==> src/rtl/opc_history_reader_pkg.sv <==
// Shared definitions for the old-PC history reader.
//   rd_state_t : read-handshake FSM states
//   clog2      : ceiling log2, used to size pointers and counters
package opc_history_reader_pkg;

  typedef enum logic [1:0] {
    IDLE = 2'd0,
    READ = 2'd1,
    ACK  = 2'd2
  } rd_state_t;

  function automatic int unsigned clog2(input int unsigned v);
    int unsigned r;
    r = 0;
    for (int unsigned p = 1; p < v; p = p << 1) r++;
    return r;
  endfunction

endpackage

==> src/rtl/opc_history_ram.sv <==
// DEPTH x PCW history storage: one write port, one registered read port.
//   clk, reset_n : clock, async active-low reset (clears the read register only)
//   we, waddr, wdata : write port
//   re, raddr        : read strobe/address; rdata updates on the edge where re=1
//   rdata            : registered read data, holds while re=0
module opc_history_ram #(
  parameter int unsigned DEPTH = 8,
  parameter int unsigned PCW   = 14,
  parameter int unsigned IW    = 3
) (
  input  logic           clk,
  input  logic           reset_n,
  input  logic           we,
  input  logic [IW-1:0]  waddr,
  input  logic [PCW-1:0] wdata,
  input  logic           re,
  input  logic [IW-1:0]  raddr,
  output logic [PCW-1:0] rdata
);

  logic [PCW-1:0] mem [DEPTH];

  always_ff @(posedge clk) begin
    if (we) mem[waddr] <= wdata;
  end

  // Read and write on the same edge return the pre-write contents.
  always_ff @(posedge clk or negedge reset_n) begin
    if (!reset_n)  rdata <= '0;
    else if (re)   rdata <= mem[raddr];
  end

endmodule

==> src/rtl/opc_history_reader.sv <==
// Captures committed old-PC values into a ring buffer and returns them
// newest-first over a four-phase rd_req/rd_ack handshake.
//   clk, reset_n        : clock, async active-low reset
//   opc, opc_cap        : old-PC value and its one-cycle load strobe
//   freeze              : while high, captures are ignored
//   rd_req, rd_rewind   : read request (level), restart at newest (pulse)
//   rd_ack              : read acknowledge (level)
//   rd_data, rd_empty   : result of the last completed read
//   count               : valid entries, saturating at DEPTH
module opc_history_reader
  import opc_history_reader_pkg::*;
#(
  parameter int unsigned DEPTH = 8,
  parameter int unsigned PCW   = 14
) (
  input  logic                      clk,
  input  logic                      reset_n,
  input  logic [PCW-1:0]            opc,
  input  logic                      opc_cap,
  input  logic                      freeze,
  input  logic                      rd_req,
  input  logic                      rd_rewind,
  output logic                      rd_ack,
  output logic [PCW-1:0]            rd_data,
  output logic                      rd_empty,
  output logic [clog2(DEPTH+1)-1:0] count
);

  localparam int unsigned IW = clog2(DEPTH);
  localparam int unsigned CW = clog2(DEPTH + 1);
  localparam logic [CW-1:0] FULL = CW'(DEPTH);

  rd_state_t      state;
  logic [IW-1:0]  wptr;
  logic [CW-1:0]  rd_idx;
  logic [IW-1:0]  rd_addr;
  logic           cap;
  logic           hit;
  logic           empty_q;
  logic [PCW-1:0] ram_q;

  assign cap     = opc_cap & ~freeze;
  // DEPTH is a power of two, so the modulo is plain truncation.
  assign rd_addr = wptr - IW'(1) - rd_idx[IW-1:0];
  assign hit     = (rd_idx < count);

  opc_history_ram #(
    .DEPTH (DEPTH),
    .PCW   (PCW),
    .IW    (IW)
  ) u_ram (
    .clk     (clk),
    .reset_n (reset_n),
    .we      (cap),
    .waddr   (wptr),
    .wdata   (opc),
    .re      (state == READ),
    .raddr   (rd_addr),
    .rdata   (ram_q)
  );

  always_ff @(posedge clk or negedge reset_n) begin
    if (!reset_n) begin
      wptr  <= '0;
      count <= '0;
    end else if (cap) begin
      wptr <= wptr + IW'(1);
      if (count != FULL) count <= count + CW'(1);
    end
  end

  always_ff @(posedge clk or negedge reset_n) begin
    if (!reset_n) begin
      state   <= IDLE;
      rd_idx  <= '0;
      empty_q <= 1'b0;
    end else begin
      unique case (state)
        IDLE: if (rd_req) state <= READ;
        READ: begin
          empty_q <= ~hit;
          state   <= ACK;
        end
        ACK:  if (!rd_req) state <= IDLE;
        default: state <= IDLE;
      endcase
      if (rd_rewind)
        rd_idx <= '0;
      else if (state == ACK && !rd_req && rd_idx != FULL)
        rd_idx <= rd_idx + CW'(1);
    end
  end

  // The RAM read register loads on every READ; an out-of-range read is
  // presented as zero by masking with the registered empty flag.
  assign rd_ack   = (state == ACK);
  assign rd_empty = empty_q;
  assign rd_data  = empty_q ? '0 : ram_q;

endmodule

==> config.mk <==
export PLATFORM = sky130hd
export DESIGN_NAME = opc_history_reader
export DESIGN_NICKNAME = d
export VERILOG_FILES = /design/src/rtl/opc_history_reader_pkg.sv /design/src/rtl/opc_history_ram.sv /design/src/rtl/opc_history_reader.sv
export SDC_FILE = /design/constraint.sdc
export NUM_CORES = 1
export LEC_CHECK = 0
export CAP_MARGIN = 20
export CORE_MARGIN = 1.5
export CORE_UTILIZATION = 53
export DETAILED_ROUTE_END_ITERATION = 12
export PLACE_DENSITY_LB_ADDON = 0.3
export SLEW_MARGIN = 20
export SYNTH_ARGS = -nofsm -noshare
export SYNTH_HDL_FRONTEND = slang
export SYNTH_HIERARCHICAL = 1
export SYNTH_SLANG_ARGS = --single-unit
==> constraint.sdc <==
create_clock -name clk -period 2.32 [get_ports clk]
set_input_delay 0.348 -clock clk [delete_from_list [all_inputs] [get_ports clk]]
set_output_delay 0.348 -clock clk [all_outputs]
set_load 0.01 [all_outputs]
==> metrics.csv, run 1 <==
metric,value,unit
status,finished clean,
fin_cells,604,
h-tree-depth,4,
ys_seq_elements,140,
place_hpwl,7.426,mm
netlist_area,0.005899,mm2
die_w,108.5,um
portBuffers,39,
power.share.sequential,32.3,%
synth_common_cells,"112 x edfxtp_1, 43 x mux2i_1, 39 x nor2b_1",
synth_edf_count,112,
coreArea,0.01084,mm2
ys_warn_count,6,
syn_nets,404,
slew_headroom,59.38,%
maxCapViolations,0,
final_nets,481,
finalWirelength,12.31,mm
synth.area.top_cells,"edfxtp_1 57%, dfrtp_1 12%, mux2i_1 7.3%",
numClockSinks,140,
ir_drop,0.0008277,V
wl_per_cell,20.38,um
cp-start-kind,flip-flop,
fin_area,0.007298,mm2
avgSynthCellArea,15.77,um2
cts_tree,built,
syn_to_final_growth,23.71,%
pin_count,40,
diodes,0,
start_util,54.42,%
fmax,438.6,MHz
clock_path_buffers,2,
yosys_most_used_dff,edfxtp_1,
final.period_utilization,98.27,%
synth_top_cell_area_share,57.01,%
num_rows,38,
crit_path_end_kind,flip-flop,
grt_max_degree,32,
ys_seq_area_share,68.89,%
drcViolationCount,0,
synth_top_cell_by_area,edfxtp_1,
antenna_found_initial,0,
synth-async-reset-ratio,20.00,%
final-hold-violation-count,0,
yosysMostFrequentCell,edfxtp_1,
nFillCells,711,
switchingPower,3622,uW
first_pass_iters,5,
setup_viol_count_final,0,
worstSetupPathType,flip-flop to flip-flop,
holdWs,0.2188,ns
grt_pass1_wl,18.53,mm
power.density,1422,mW/mm2
cell_internal_pwr,6753,uW
clockPowerShare,23.5,%
crit_path_max_fanout,4,
p_leak,0.002793,uW
die-area,0.01177,mm2
power_frac_comb,44.2,%
netSwitchingFraction,34.91,%
worstMarginPinSlew,0.6093,ns
cts_buffers,17,
slew_violations,0,
hp-class,input pin to asynchronous set/reset pin,
syn_inst,374,
synth.distinct_cells,40,
fin_crit,2.280,ns
tns,0,ns
cts_root_buf,clkbuf_8,
cts.clk_slew.worst_paths,0.06,ns
vias,3448,
dp.cells,567,
cp.required,2.74,ns
place_area,0.006624,mm2
overflow,0,
fin_skew,0.006787,ns
rsz0062_at_grt,true,
gp_congestion,0.8165,
antenna_left,0,
grt_pass1_vias,3439,
die_height,108.5,um
arrival,2.70,ns
drt_iter0_markers,267,
clock_latency,0.53,ns
viasPerCell,5.709,
drive_above_1_share,20.91,%
grtUsageTotal,22.10,%
## worst paths after layout
kind / slack, ns / cells after the start / from / end
setup / recovery: 0.04 / 9 / wptr[0] / u_ram/rdata[2]
hold / removal: 0.22 / 2 / reset_n / u_ram/rdata[12]
setup reg to reg: 0.04 / 9 / wptr[0] / u_ram/rdata[2]
hold reg to reg: 0.47 / 1 / state[0] / state[0]
max in group asynchronous: 1.79 / 2 / reset_n / rd_empty
min in group clk: 0.47 / 1 / state[0] / state[0]
## power by group through the flow
stage                     registers [uW]  clock network (uW)  logic, uW
after floorplan                     3320                   0       2690
after CTS                           3340                2470       4160
final                               3350                2440       4590
after detailed placement            3390                   0       4000
after global placement              3370                   0       3900
after global routing                3380                2590       4890
## layer usage
metal,track usage [%],part of all wire [%],vias up
li1,-,-,1580
met1,28.41,42,1746
met2,35.49,51,100
met3,5.546,5.1,22
met4,10.06,2.1,0
met5,0,0,-
## layout by cell type, fill, tap and decap left out, types with 4 or more instances in the layout
cell and n:
mux2_2 4, a22oi_1 7, buf_4 32, nor2_1 10
a21oi_1 4, a211o_1 14, a41o_1 14, inv_1 6
clkinv_2 4, nand2b_1 5, a22oi_2 7, edfxtp_1 112
dfrtp_1 27, mux2i_1 43, ha_1 8, and2b_1 5
nand2_1 4, clkinvlp_4 6, clkdlybuf4s50_1 39, nand3_1 15
nor2b_1 39, clkbuf_16 17
## worst max-delay path, stage by stage, from the launching register on
cell and delay, ns:
dfrtp_1 0.42, ha_4 0.18, fa_2 0.36, xor2_2 0.17, xnor2_2 0.17, buf_6 0.16
nor2b_4 0.21, clkbuf_16 0.20, a22oi_1 0.08, a41o_1 0.21
## layout make-up
class                   count  area (um2)  area share [%]
flip-flops and latches    140        4065           55.70
multi-input cells         207        1743           23.88
repair buffers             78       749.5           10.27
clock buffers              18       417.9           5.726
well taps                 140       175.2           2.400
clock inverters            14       121.4           1.663
inverters                   7       26.28          0.3600
## cells by family after synthesis
group	share of synthesized area, %
AO/OA/AOI/OAI	7.465
XOR/XNOR	0.8908
adder cells (fa/ha/maj)	2.248
buffers and inverters	3.054
flip-flops	68.89
multiplexers	8.059
AND/OR/NAND/NOR	9.396
## what timing repair did
item                       CTS  global route
gates cloned                 0             2
buffers inserted             2             1
pin swaps                    1             6
gates resized for setup      4            16
setup endpoints to repair   29            14
hold buffers                 0             0
## registers in the layout (all words and copies together) (netlist names)
name         flops
rd_empty         1
wptr             3
u_ram/rdata     14
count            4
u_ram/mem      112
state            2
rd_idx           4
## through the flow
stage	power [uW]	utilization (%)	setup slack (ns)
floorplan	6013	-	0.02670
global placement	7267	61.10	-0.08033
detailed placement	7387	61.10	-0.1734
CTS	9971	66.33	0.02319
global route	10860	67.32	-0.007068
finish	10380	67.32	0.04009
Power figures use the tool's default switching activity.
==> inputs of run 2 (changes only) <==
CTS_BUF_LIST = sky130_fd_sc_hd__clkbuf_16   (was unset)
==> run 2 against run 1 <==
Against the previous run:
- clock power increased by 2%
- combinational power decreased by 4.4%
- sequential cell count unchanged
- sequential share of layout area increased by 0.27 points
- non-clock buffer count decreased by 2
- sequential power about the same
- clock skew increased by 0.0054 ns
- first-iteration DRC count decreased by 4.5%
- worst hold slack improved by 0.11 ns
- core utilization decreased by 0.32 points
- routed wire length decreased by 1.3%
- register-to-register slack improved by 0.03 ns
- largest power group unchanged
- highest routed layer unchanged
==> metrics.csv, run 2 (synthesized netlist as in run 1, its figures left out) <==
metric,value,unit,change
status,finished clean,,unchanged
gp_congestion,0.8165,,unchanged
cp-start-kind,flip-flop,,unchanged
coreArea,0.01084,mm2,unchanged
clockPowerShare,24.3,%,was 23.5%
nFillCells,719,,was 711
slowest_delay,0.42,ns,about the same
power_frac_comb,42.9,%,was 44.2%
wl_per_cell,20.19,um,was 20.38 um
drcViolationCount,0,,unchanged
power,10220,uW,was 10380 uW
crit_chain,ha_4 -> fa_2 -> xor2_2 -> xnor2_2 -> buf_6 -> nor2b_4 -> buf_12 -> a22oi_1 -> a41o_1,,was ha_4 -> fa_2 -> xor2_2 -> xnor2_2 -> buf_6 -> nor2b_4 -> clkbuf_16 -> a22oi_1 -> a41o_1
r2r_cells,9,,unchanged
final_nets,479,,was 481
fin_skew,0.01216,ns,was 0.006787 ns
crit_path_max_fanout,9,,was 4
die_w,108.5,um,unchanged
rsz0062_at_grt,false,,was true
antenna_found_initial,0,,unchanged
ff2ff_setup_slack,0.07,ns,was 0.04 ns
slew_headroom,59.63,%,was 59.38%
grt_max_degree,32,,unchanged
reg.largest.list,"u_ram/mem (112), u_ram/rdata (14)",,unchanged
first_pass_iters,4,,was 5
met1_length,5.157,mm,was 5.201 mm
wl_met2,6.134,mm,was 6.222 mm
place_ws,-0.1734,ns,unchanged
final-hold-violation-count,0,,unchanged
cell_internal_pwr,6680,uW,was 6753 uW
slew_violations,0,,unchanged
drive_above_1_share,20.13,%,was 20.91%
worstSetupPathType,flip-flop to flip-flop,,unchanged
die_height,108.5,um,unchanged
overflow,0,,unchanged
worstMarginPinSlew,0.6056,ns,was 0.6093 ns
die-area,0.01177,mm2,unchanged
power.share.sequential,32.8,%,was 32.3%
place_hpwl,7.426,mm,unchanged
fmax,445.1,MHz,was 438.6 MHz
cp.required,2.62,ns,was 2.74 ns
num_rows,38,,unchanged
maxCapViolations,0,,unchanged
numClockSinks,140,,unchanged
power.density,1407,mW/mm2,was 1422 mW/mm2
viasPerCell,5.729,,was 5.709
timing.rr.start,wptr[0],,unchanged
largest-register,u_ram/mem,,unchanged
cts_tree,built,,unchanged
tns,0,ns,unchanged
setup_viol_count_final,0,,unchanged
start_util,54.42,%,unchanged
wl_met3,637,um,was 629 um
layout_common_cells,"112 x edfxtp_1, 43 x mux2i_1, 39 x nor2b_1, 39 x clkdlybuf4s50_1, 32 x buf_4",,unchanged
p_leak,0.002784,uW,was 0.002793 uW
setup_ws,0.07312,ns,was 0.04009 ns
grt_pass1_wl,18.55,mm,was 18.53 mm
switchingPower,3538,uW,was 3622 uW
hold_buffers,0,,unchanged
antenna_left,0,,unchanged
grt_pass1_vias,3428,,was 3439
pin_count,40,,unchanged
netSwitchingFraction,34.62,%,was 34.91%
final_common_cell,edfxtp_1,,unchanged
portBuffers,39,,unchanged
largest_register_ffs,112,,unchanged
vias,3449,,was 3448
syn_to_final_growth,23.12,%,was 23.71%
cts_buffers,17,,unchanged
clock_path_buffers,2,,unchanged
h-tree-depth,4,,unchanged
highest_layer,met4,,unchanged
drt_iter0_markers,255,,was 267
fin_crit,2.247,ns,was 2.280 ns
ir_drop,0.0009090,V,was 0.0008277 V
crit_path_end_kind,flip-flop,,unchanged
cts_root_buf,clkbuf_16,,was clkbuf_8
grtUsageTotal,22.12,%,was 22.10%
slowest_stage,dfrtp_1,,unchanged
cts.clk_slew.worst_paths,0.06,ns,about the same
r2r_end,u_ram/rdata[9],,was u_ram/rdata[2]
clock_latency,0.41,ns,was 0.53 ns
arrival,2.54,ns,was 2.70 ns
hp-class,input pin to asynchronous set/reset pin,,unchanged
diodes,0,,unchanged
final.period_utilization,96.85,%,was 98.27%
finalWirelength,12.15,mm,was 12.31 mm
## run 2: worst max-delay path by stage
stage,from,endpoint,slack [ns]
global route,wptr[0],u_ram/rdata[9],0.02
detailed placement,rd_idx[0],u_ram/rdata[1],-0.17
CTS,rd_idx[0],u_ram/rdata[9],0.02
floorplan,wptr[0],u_ram/rdata[6],0.03
finish,wptr[0],u_ram/rdata[9],0.07
global placement,rd_idx[0],u_ram/rdata[0],-0.08
## run 2: per-layer routing
layer	track usage (%)	vias to the layer above
li1	-	1578
met1	28.62	1753
met2	35.62	101
met4	9.680	0
met3	5.365	17
met5	0	-
## run 2: final cells by class
| type | instances | area (um2) | area share, % |
|---|---|---|---|
| Tap cell | 140 | 175.2 | 2.412 |
| Sequential cell | 140 | 4065 | 55.97 |
| Timing Repair Buffer | 76 | 713.2 | 9.819 |
| Multi-Input combinational cell | 207 | 1733 | 23.86 |
| Clock inverter | 15 | 125.1 | 1.723 |
| Clock buffer | 17 | 425.4 | 5.857 |
| Inverter | 7 | 26.28 | 0.3618 |
## run 2: stage by stage
stage / util [%] / cells / hold slack (ns) / instance area [um2]
after floorplan: - / 374 / 0.05241 / 5902
after global placement: 61.10 / 567 / 0.4390 / 6624
after detailed placement: 61.10 / 567 / 0.4558 / 6624
after CTS: 66.44 / 601 / 0.3390 / 7202
after global routing: 67.00 / 602 / 0.3691 / 7263
final: 67.00 / 602 / 0.3337 / 7263
## run 2: worst max-delay path: cells and delay by family (launching register included)
family                   cells  cell delay, ns
AO/OA/AOI/OAI                2            0.34
buffers and inverters        2            0.32
adder cells (fa/ha/maj)      2            0.53
flip-flops                   1            0.42
XOR/XNOR                     2            0.38
AND/OR/NAND/NOR              1            0.15
## run 2: what timing repair did
item / 4_1_cts / 5_1_grt
hold endpoints to repair: 0 / 0
buffers inserted: 2 / 0
gates cloned: 0 / 1
resized for setup: 4 / 13
endpoints found under the setup margin: 15 / 14
pin swaps: 1 / 1
## run 2: power groups by stage
stage                     Combinational, uW  Clock [uW]  Sequential, uW
after floorplan                        2690           0            3320
after global placement                 3900           0            3370
after detailed placement               4000           0            3390
after CTS                              4160        2520            3340
after global routing                   4680        2640            3380
final                                  4390        2480            3350
